### src/rtl/hazard_scoreboard_unit.sv
// Hazard controller for the five-stage RISC-V pipeline: M/W forwarding, load-use stalls and a
// single-entry scoreboard for a multi-cycle execute unit. Define HAZARD_PERF_EN to add perf counters.
module hazard_scoreboard_unit #(
   parameter int REG_AW   = 5,
   parameter int RSRC_W   = 3,
   parameter int LOAD_SRC = 1,
   parameter int MC_LAT   = 4,   // legal range 2..15
   parameter int CNT_W    = 4    // must hold MC_LAT-1
) (
   input  logic              clk,
   input  logic              rst,
   input  logic              RegwriteM,
   input  logic              RegwriteW,
   input  logic [REG_AW-1:0] RdM,
   input  logic [REG_AW-1:0] RdW,
   input  logic [REG_AW-1:0] RdE,
   input  logic [REG_AW-1:0] Rs1E,
   input  logic [REG_AW-1:0] Rs2E,
   input  logic [REG_AW-1:0] Rs1D,
   input  logic [REG_AW-1:0] Rs2D,
   input  logic [REG_AW-1:0] RdD,
   input  logic              RegwriteD,
   input  logic [RSRC_W-1:0] resultsrcE,
   input  logic              mcStartE,
   input  logic [1:0]        pcsrcE,
   input  logic              jalD,
   output logic [1:0]        forwardAE,
   output logic [1:0]        forwardBE,
   output logic              stallF,
   output logic              stallD,
   output logic              stallE,
   output logic              flushD,
   output logic              flushE,
   output logic              mcBusy,
   output logic [REG_AW-1:0] mcRd,
   output logic              mcDoneW
`ifdef HAZARD_PERF_EN
   ,
   output logic [31:0]       perfStall,
   output logic [31:0]       perfFlush
`endif
);

   typedef enum logic [1:0] {
      S_IDLE,
      S_BUSY,
      S_DONE
   } mc_state_e;

   localparam logic [RSRC_W-1:0] LOAD_SEL = RSRC_W'(LOAD_SRC);
   localparam logic [CNT_W-1:0]  CNT_LOAD = CNT_W'(MC_LAT - 1);
   localparam logic [CNT_W-1:0]  CNT_ONE  = CNT_W'(1);

   mc_state_e         state_q, state_d;
   logic [CNT_W-1:0]  cnt_q, cnt_d;
   logic [REG_AW-1:0] mc_rd_q, mc_rd_d;

   logic redirect;
   logic lwstall;
   logic rawstall;
   logic structstall;
   logic mc_accept;

   // Operand forwarding: M has priority over W, and x0 is never forwarded.
   always_comb begin
      // NOTE: every output gets a default first so no path leaves it unassigned (no latch).
      forwardAE = 2'b00;
      forwardBE = 2'b00;
      if (RegwriteM && (Rs1E != '0) && (Rs1E == RdM)) begin
         forwardAE = 2'b10;
      end else if (RegwriteW && (Rs1E != '0) && (Rs1E == RdW)) begin
         forwardAE = 2'b01;
      end
      if (RegwriteM && (Rs2E != '0) && (Rs2E == RdM)) begin
         forwardBE = 2'b10;
      end else if (RegwriteW && (Rs2E != '0) && (Rs2E == RdW)) begin
         forwardBE = 2'b01;
      end
   end

   assign redirect = (pcsrcE != 2'b00);

   assign lwstall = (resultsrcE == LOAD_SEL) && (RdE != '0) &&
                    ((Rs1D == RdE) || (Rs2D == RdE));

   // The RdD term blocks a younger write to the pending register (WAW).
   assign rawstall = mcBusy && (mc_rd_q != '0) &&
                     ((Rs1D == mc_rd_q) || (Rs2D == mc_rd_q) ||
                      (RegwriteD && (RdD == mc_rd_q)));

   // In DONE the entry frees this cycle, so a new op can take it without stalling.
   assign structstall = (state_q == S_BUSY) && mcStartE;

   assign stallF = (lwstall || rawstall || structstall) && !redirect;
   assign stallD = stallF;
   assign stallE = structstall && !redirect;
   assign flushE = redirect || ((lwstall || rawstall) && !structstall);
   assign flushD = redirect || jalD;

   assign mc_accept = mcStartE && !redirect;

   always_comb begin
      state_d = state_q;
      cnt_d   = cnt_q;
      mc_rd_d = mc_rd_q;
      unique case (state_q)
         S_IDLE: begin
            if (mc_accept) begin
               state_d = S_BUSY;
               cnt_d   = CNT_LOAD;
               mc_rd_d = RdE;
            end
         end
         S_BUSY: begin
            cnt_d = cnt_q - CNT_ONE;
            if (cnt_q == CNT_ONE) begin
               state_d = S_DONE;
            end
         end
         S_DONE: begin
            if (mc_accept) begin
               state_d = S_BUSY;
               cnt_d   = CNT_LOAD;
               mc_rd_d = RdE;
            end else begin
               state_d = S_IDLE;
               cnt_d   = '0;
            end
         end
         default: begin
            state_d = S_IDLE;
            cnt_d   = '0;
         end
      endcase
   end

   always_ff @(posedge clk or posedge rst) begin
      if (rst) begin
         state_q <= S_IDLE;
         cnt_q   <= '0;
         mc_rd_q <= '0;
      end else begin
         // NOTE: non-blocking assignments so all state updates see pre-edge values.
         state_q <= state_d;
         cnt_q   <= cnt_d;
         mc_rd_q <= mc_rd_d;
      end
   end

   assign mcBusy  = (state_q != S_IDLE);
   assign mcDoneW = (state_q == S_DONE);
   assign mcRd    = mc_rd_q;

`ifdef HAZARD_PERF_EN
   logic [31:0] perf_stall_q;
   logic [31:0] perf_flush_q;

   // Saturating event counters.
   always_ff @(posedge clk or posedge rst) begin
      if (rst) begin
         perf_stall_q <= '0;
         perf_flush_q <= '0;
      end else begin
         if (stallD && (perf_stall_q != 32'hFFFF_FFFF)) begin
            perf_stall_q <= perf_stall_q + 32'd1;
         end
         if ((flushD || flushE) && (perf_flush_q != 32'hFFFF_FFFF)) begin
            perf_flush_q <= perf_flush_q + 32'd1;
         end
      end
   end

   assign perfStall = perf_stall_q;
   assign perfFlush = perf_flush_q;
`endif

endmodule

### config.mk
export PLATFORM = sky130hd
export DESIGN_NAME = hazard_scoreboard_unit
export DESIGN_NICKNAME = d
export VERILOG_FILES = /design/src/rtl/hazard_scoreboard_unit.sv
export SDC_FILE = /design/constraint.sdc
export NUM_CORES = 1
export LEC_CHECK = 0
export CAP_MARGIN = 20
export CORE_UTILIZATION = 34
export DETAILED_ROUTE_END_ITERATION = 7
export PLACE_DENSITY_LB_ADDON = 0.12
export SKIP_LAST_GASP = 1
export SYNTH_ARGS = -nofsm -noshare
export SYNTH_HDL_FRONTEND = slang
export SYNTH_SLANG_ARGS = --single-unit
### constraint.sdc
create_clock -name clk -period 2.1 [get_ports clk]
set_clock_uncertainty 0.2 [all_clocks]
set_input_delay 0.42 -clock clk [delete_from_list [all_inputs] [get_ports clk]]
set_output_delay 0.42 -clock clk [all_outputs]
set_load 0.1 [all_outputs]
==> flow_metrics.py <==
metrics = {
    "synth": {
        "yosysSeqAreaShare_pct": 23.5,
        "synth_top_family_by_area": "XOR/XNOR gates",
        "syn_inst": 130,
        "synthXorXnorAreaFrac_pct": 35.1,
        "syn_area_um2": 1170,
        "syn-num-nets": 184,
        "synth.distinct_cells": 30,
        "synth_simple_gate_area_share_pct": 26.2,
        "synth-main-ff-cell": "dfrtp_1",
        "synth-async-reset-ratio_pct": 100,
        "yosysTopAreaCellShare_pct": 24.7,
        "muxShareOfSynthArea_pct": 4.81,
        "syn_avg_cell_area_um2": 9.01,
        "synthAdderAreaFrac_pct": 2.14,
        "synth_most_common_cell": "xnor2_1",
        "synth_compound_area_share_pct": 5.98,
        "ys_seq_elements": 11,
        "ys_warn_count": 0,
        "netlist_top_cells_count": "xnor2_1, xor2_1, dfrtp_1",
        "synth_edf_count": 0,
        "yosys-top-cells-area": "xnor2_1, dfrtp_1, xor2_1",
        "yosysTopAreaCell": "xnor2_1",
    },
    "timing": {
        "slew_violations": 0,
        "setup-violations-final": 7,
        "rsz0062_at_grt": "yes",
        "period_needed_ns": 2.72,
        "hold_viol": 0,
        "fin_crit_sh_pct": 130,
        "fmax_ghz": 0.367,
        "timing.final.ws_setup_ns": -0.624,
        "whs_ns": 0.251,
        "relSlewSlack_pct": 72.2,
        "tightest_slew_ns": 0.417,
    },
    "route": {
        "drtAntennaViolNets": 0,
        "wl_met1_mm": 2.45,
        "wl_met3_um": 372,
        "vias": 1566,
        "wl_met2_mm": 3.10,
        "drt-initial-drc-count": 83,
        "top_layer": "met4",
        "finalWirelength_mm": 6.09,
        "routed_via_density": 5.31,
        "first_pass_iters": 4,
        "drc_errors": 0,
        "post_drt_wl_per_cell_um": 20.6,
    },
    "setup_path": {
        "timing.rr.start": "state_q[0]",
        "path_cells": "clkdlybuf4s50_1 > xnor2_1 > nand3_1 > nor3_2 > nor3_4 > o311ai_4 > buf_12",
        "crit_fanout": 2,
        "path_depth": 7,
        "crit_type": "in2out",
        "end_kind": "output port",
        "start_kind": "input port",
        "cp.arrival_ns": 2.10,
        "path_buf_inv": 2,
        "cp_slowest_cell": "clkdlybuf4s50_1",
        "ff2ff_setup_slack_ns": 0.64,
        "cpPeakStageDelay_ns": 0.47,
        "crit_required_ns": 1.48,
        "path_delay_family": "buffers and inverters",
        "rr_endpoint": "mcRd[2]",
        "ff2ff_path_depth": 4,
    },
    "final_layout": {
        "num_antenna_cells": 0,
        "fin_util_pct": 86.8,
        "finalNetCount": 306,
        "stdcell_count": 295,
        "regArea_um2": 294,
        "multi_input_area_um2": 1110,
        "fill_cells": 152,
        "syn2layout_area_growth_pct": 134,
        "drive_gt1_share_pct": 53.0,
    },
    "outcome": {
        "violations": "setup timing",
        "outcome": "finished, violations left",
    },
    "floorplan": {
        "top_level_ports": 68,
        "chipWidth_um": 60.7,
        "start_util_pct": 37.1,
        "die-area_um2": 3680,
        "core_um2": 3150,
        "core.rowCount": 20,
        "die_y_um": 60.7,
    },
    "power_and_ir_drop": {
        "power_mw": 2.62,
        "peakVddDrop_v": 0.00115,
        "power.leakage_nw": 1.22,
        "power.density_nw_per_um2": 956,
    },
    "placement": {
        "place_ws_ns": -0.700,
        "port_buffers": 67,
        "place_inst": 276,
        "hpwl_mm": 3.77,
        "routabilityCongestion": 0.869,
    },
    "grt": {
        "first_global_vias": 1534,
        "grt_pass1_wl_mm": 7.25,
        "grt_usage_pct": 27.1,
        "antenna_found_initial": 0,
        "grt_max_degree": 12,
        "grt-ovfl-total": 0,
    },
    "job": {
        "cap_violations": 0,
    },
    "clocking": {
        "clkSlewWorstSetupHoldPaths_ns": 0.06,
        "cts_buffers": 3,
        "clock_latency_ns": 0.26,
        "cts_buffer_depth": 2,
        "htreeDepth": 1,
        "cts-root-buf": "clkbuf_4",
        "cts_tree": "done",
        "clock_sinks": 11,
    },
    "min_path": {
        "min_path_type": "in2async",
    },
}
## layout make-up
class                   count  area share (%)
clock buffers               4           0.960
inverters                   4           0.640
multi-input cells         113            40.5
flip-flops and latches     11            10.7
well taps                  44            2.01
repair buffers            119            45.1
## metrics by stage
step | TNS (ns) | instance area (um^2)
final | -3.04 | 2740
after CTS | -2.57 | 2540
after global placement | -4.68 | 2460
after floorplan | -4.42 | 1310
after global routing | -3.67 | 2740
after detailed placement | -5.10 | 2460
## worst reg2reg max path, stage by stage (launching register included)
cell and delay, ns:
dfrtp_1 0.39, buf_6 0.14, nor2_1 0.09, buf_4 0.16
mux2_2 0.36
## flip-flops by register name (all words and copies together) (netlist names)
name	cells
mcRd	5
cnt_q	4
state_q	2
## worst max-delay path by stage
stage               startpoint      endpoint  slack, ns
floorplan              Rs1E[1]  forwardAE[0]      -0.86
global placement        RdE[1]        stallF      -0.63
detailed placement      RdE[1]        stallF      -0.70
CTS                    mcRd[3]        flushE      -0.54
global route           Rs2D[0]        flushE      -0.76
finish                 Rs2D[0]        flushE      -0.62
## layer usage
metal	up-vias	track usage (%)
met1	767	34.6
met5	-	0
met3	18	3.41
met4	0	10.1
met2	78	46.8
li1	703	-
## repair_timing
| action | 4_1_cts | 5_1_grt |
|---|---|---|
| gates resized for setup | 77 | 34 |
| setup buffers | 9 | 11 |
| hold buffers | 0 | 0 |
| setup endpoints to repair | 9 | 8 |
| pin swaps | 24 | 25 |
## power breakdown
group,internal (mW),switching [mW]
combinational,0.904,1.11
clock,0.0734,0.0651
sequential,0.337,0.125
## cell families after synthesis
| group | after synthesis |
|---|---|
| muxes | 5 |
| and+or+nand+nor | 47 |
| xor gates and xnor gates | 47 |
| adders and majority gates | 2 |
| AOI/OAI and AO/OA | 12 |
| buffers and inverters | 6 |
| DFF | 11 |
## cell usage in the layout, fill, tap and decap left out, drive strengths merged, types with 4 or more instances in the layout
cell type / Yosys / final
xnor2: 33 / 33
o22ai: 4 / 4
xor2: 14 / 14
inv: 4 / 4
or4: 4 / 4
nor3: 4 / 4
buf: 1 / 79
dlymetal6s2s: 0 / 9
clkdlybuf4s15: 0 / 4
nor4: 5 / 5
clkdlybuf4s50: 0 / 16
dfrtp: 11 / 11
nand2: 8 / 8
a21oi: 4 / 4
mux2: 5 / 5
dlygate4sd2: 0 / 11
nand3: 4 / 4
clkbuf: 1 / 4
nand4: 4 / 4
nor2: 7 / 7
Power figures use the tool's default switching activity.
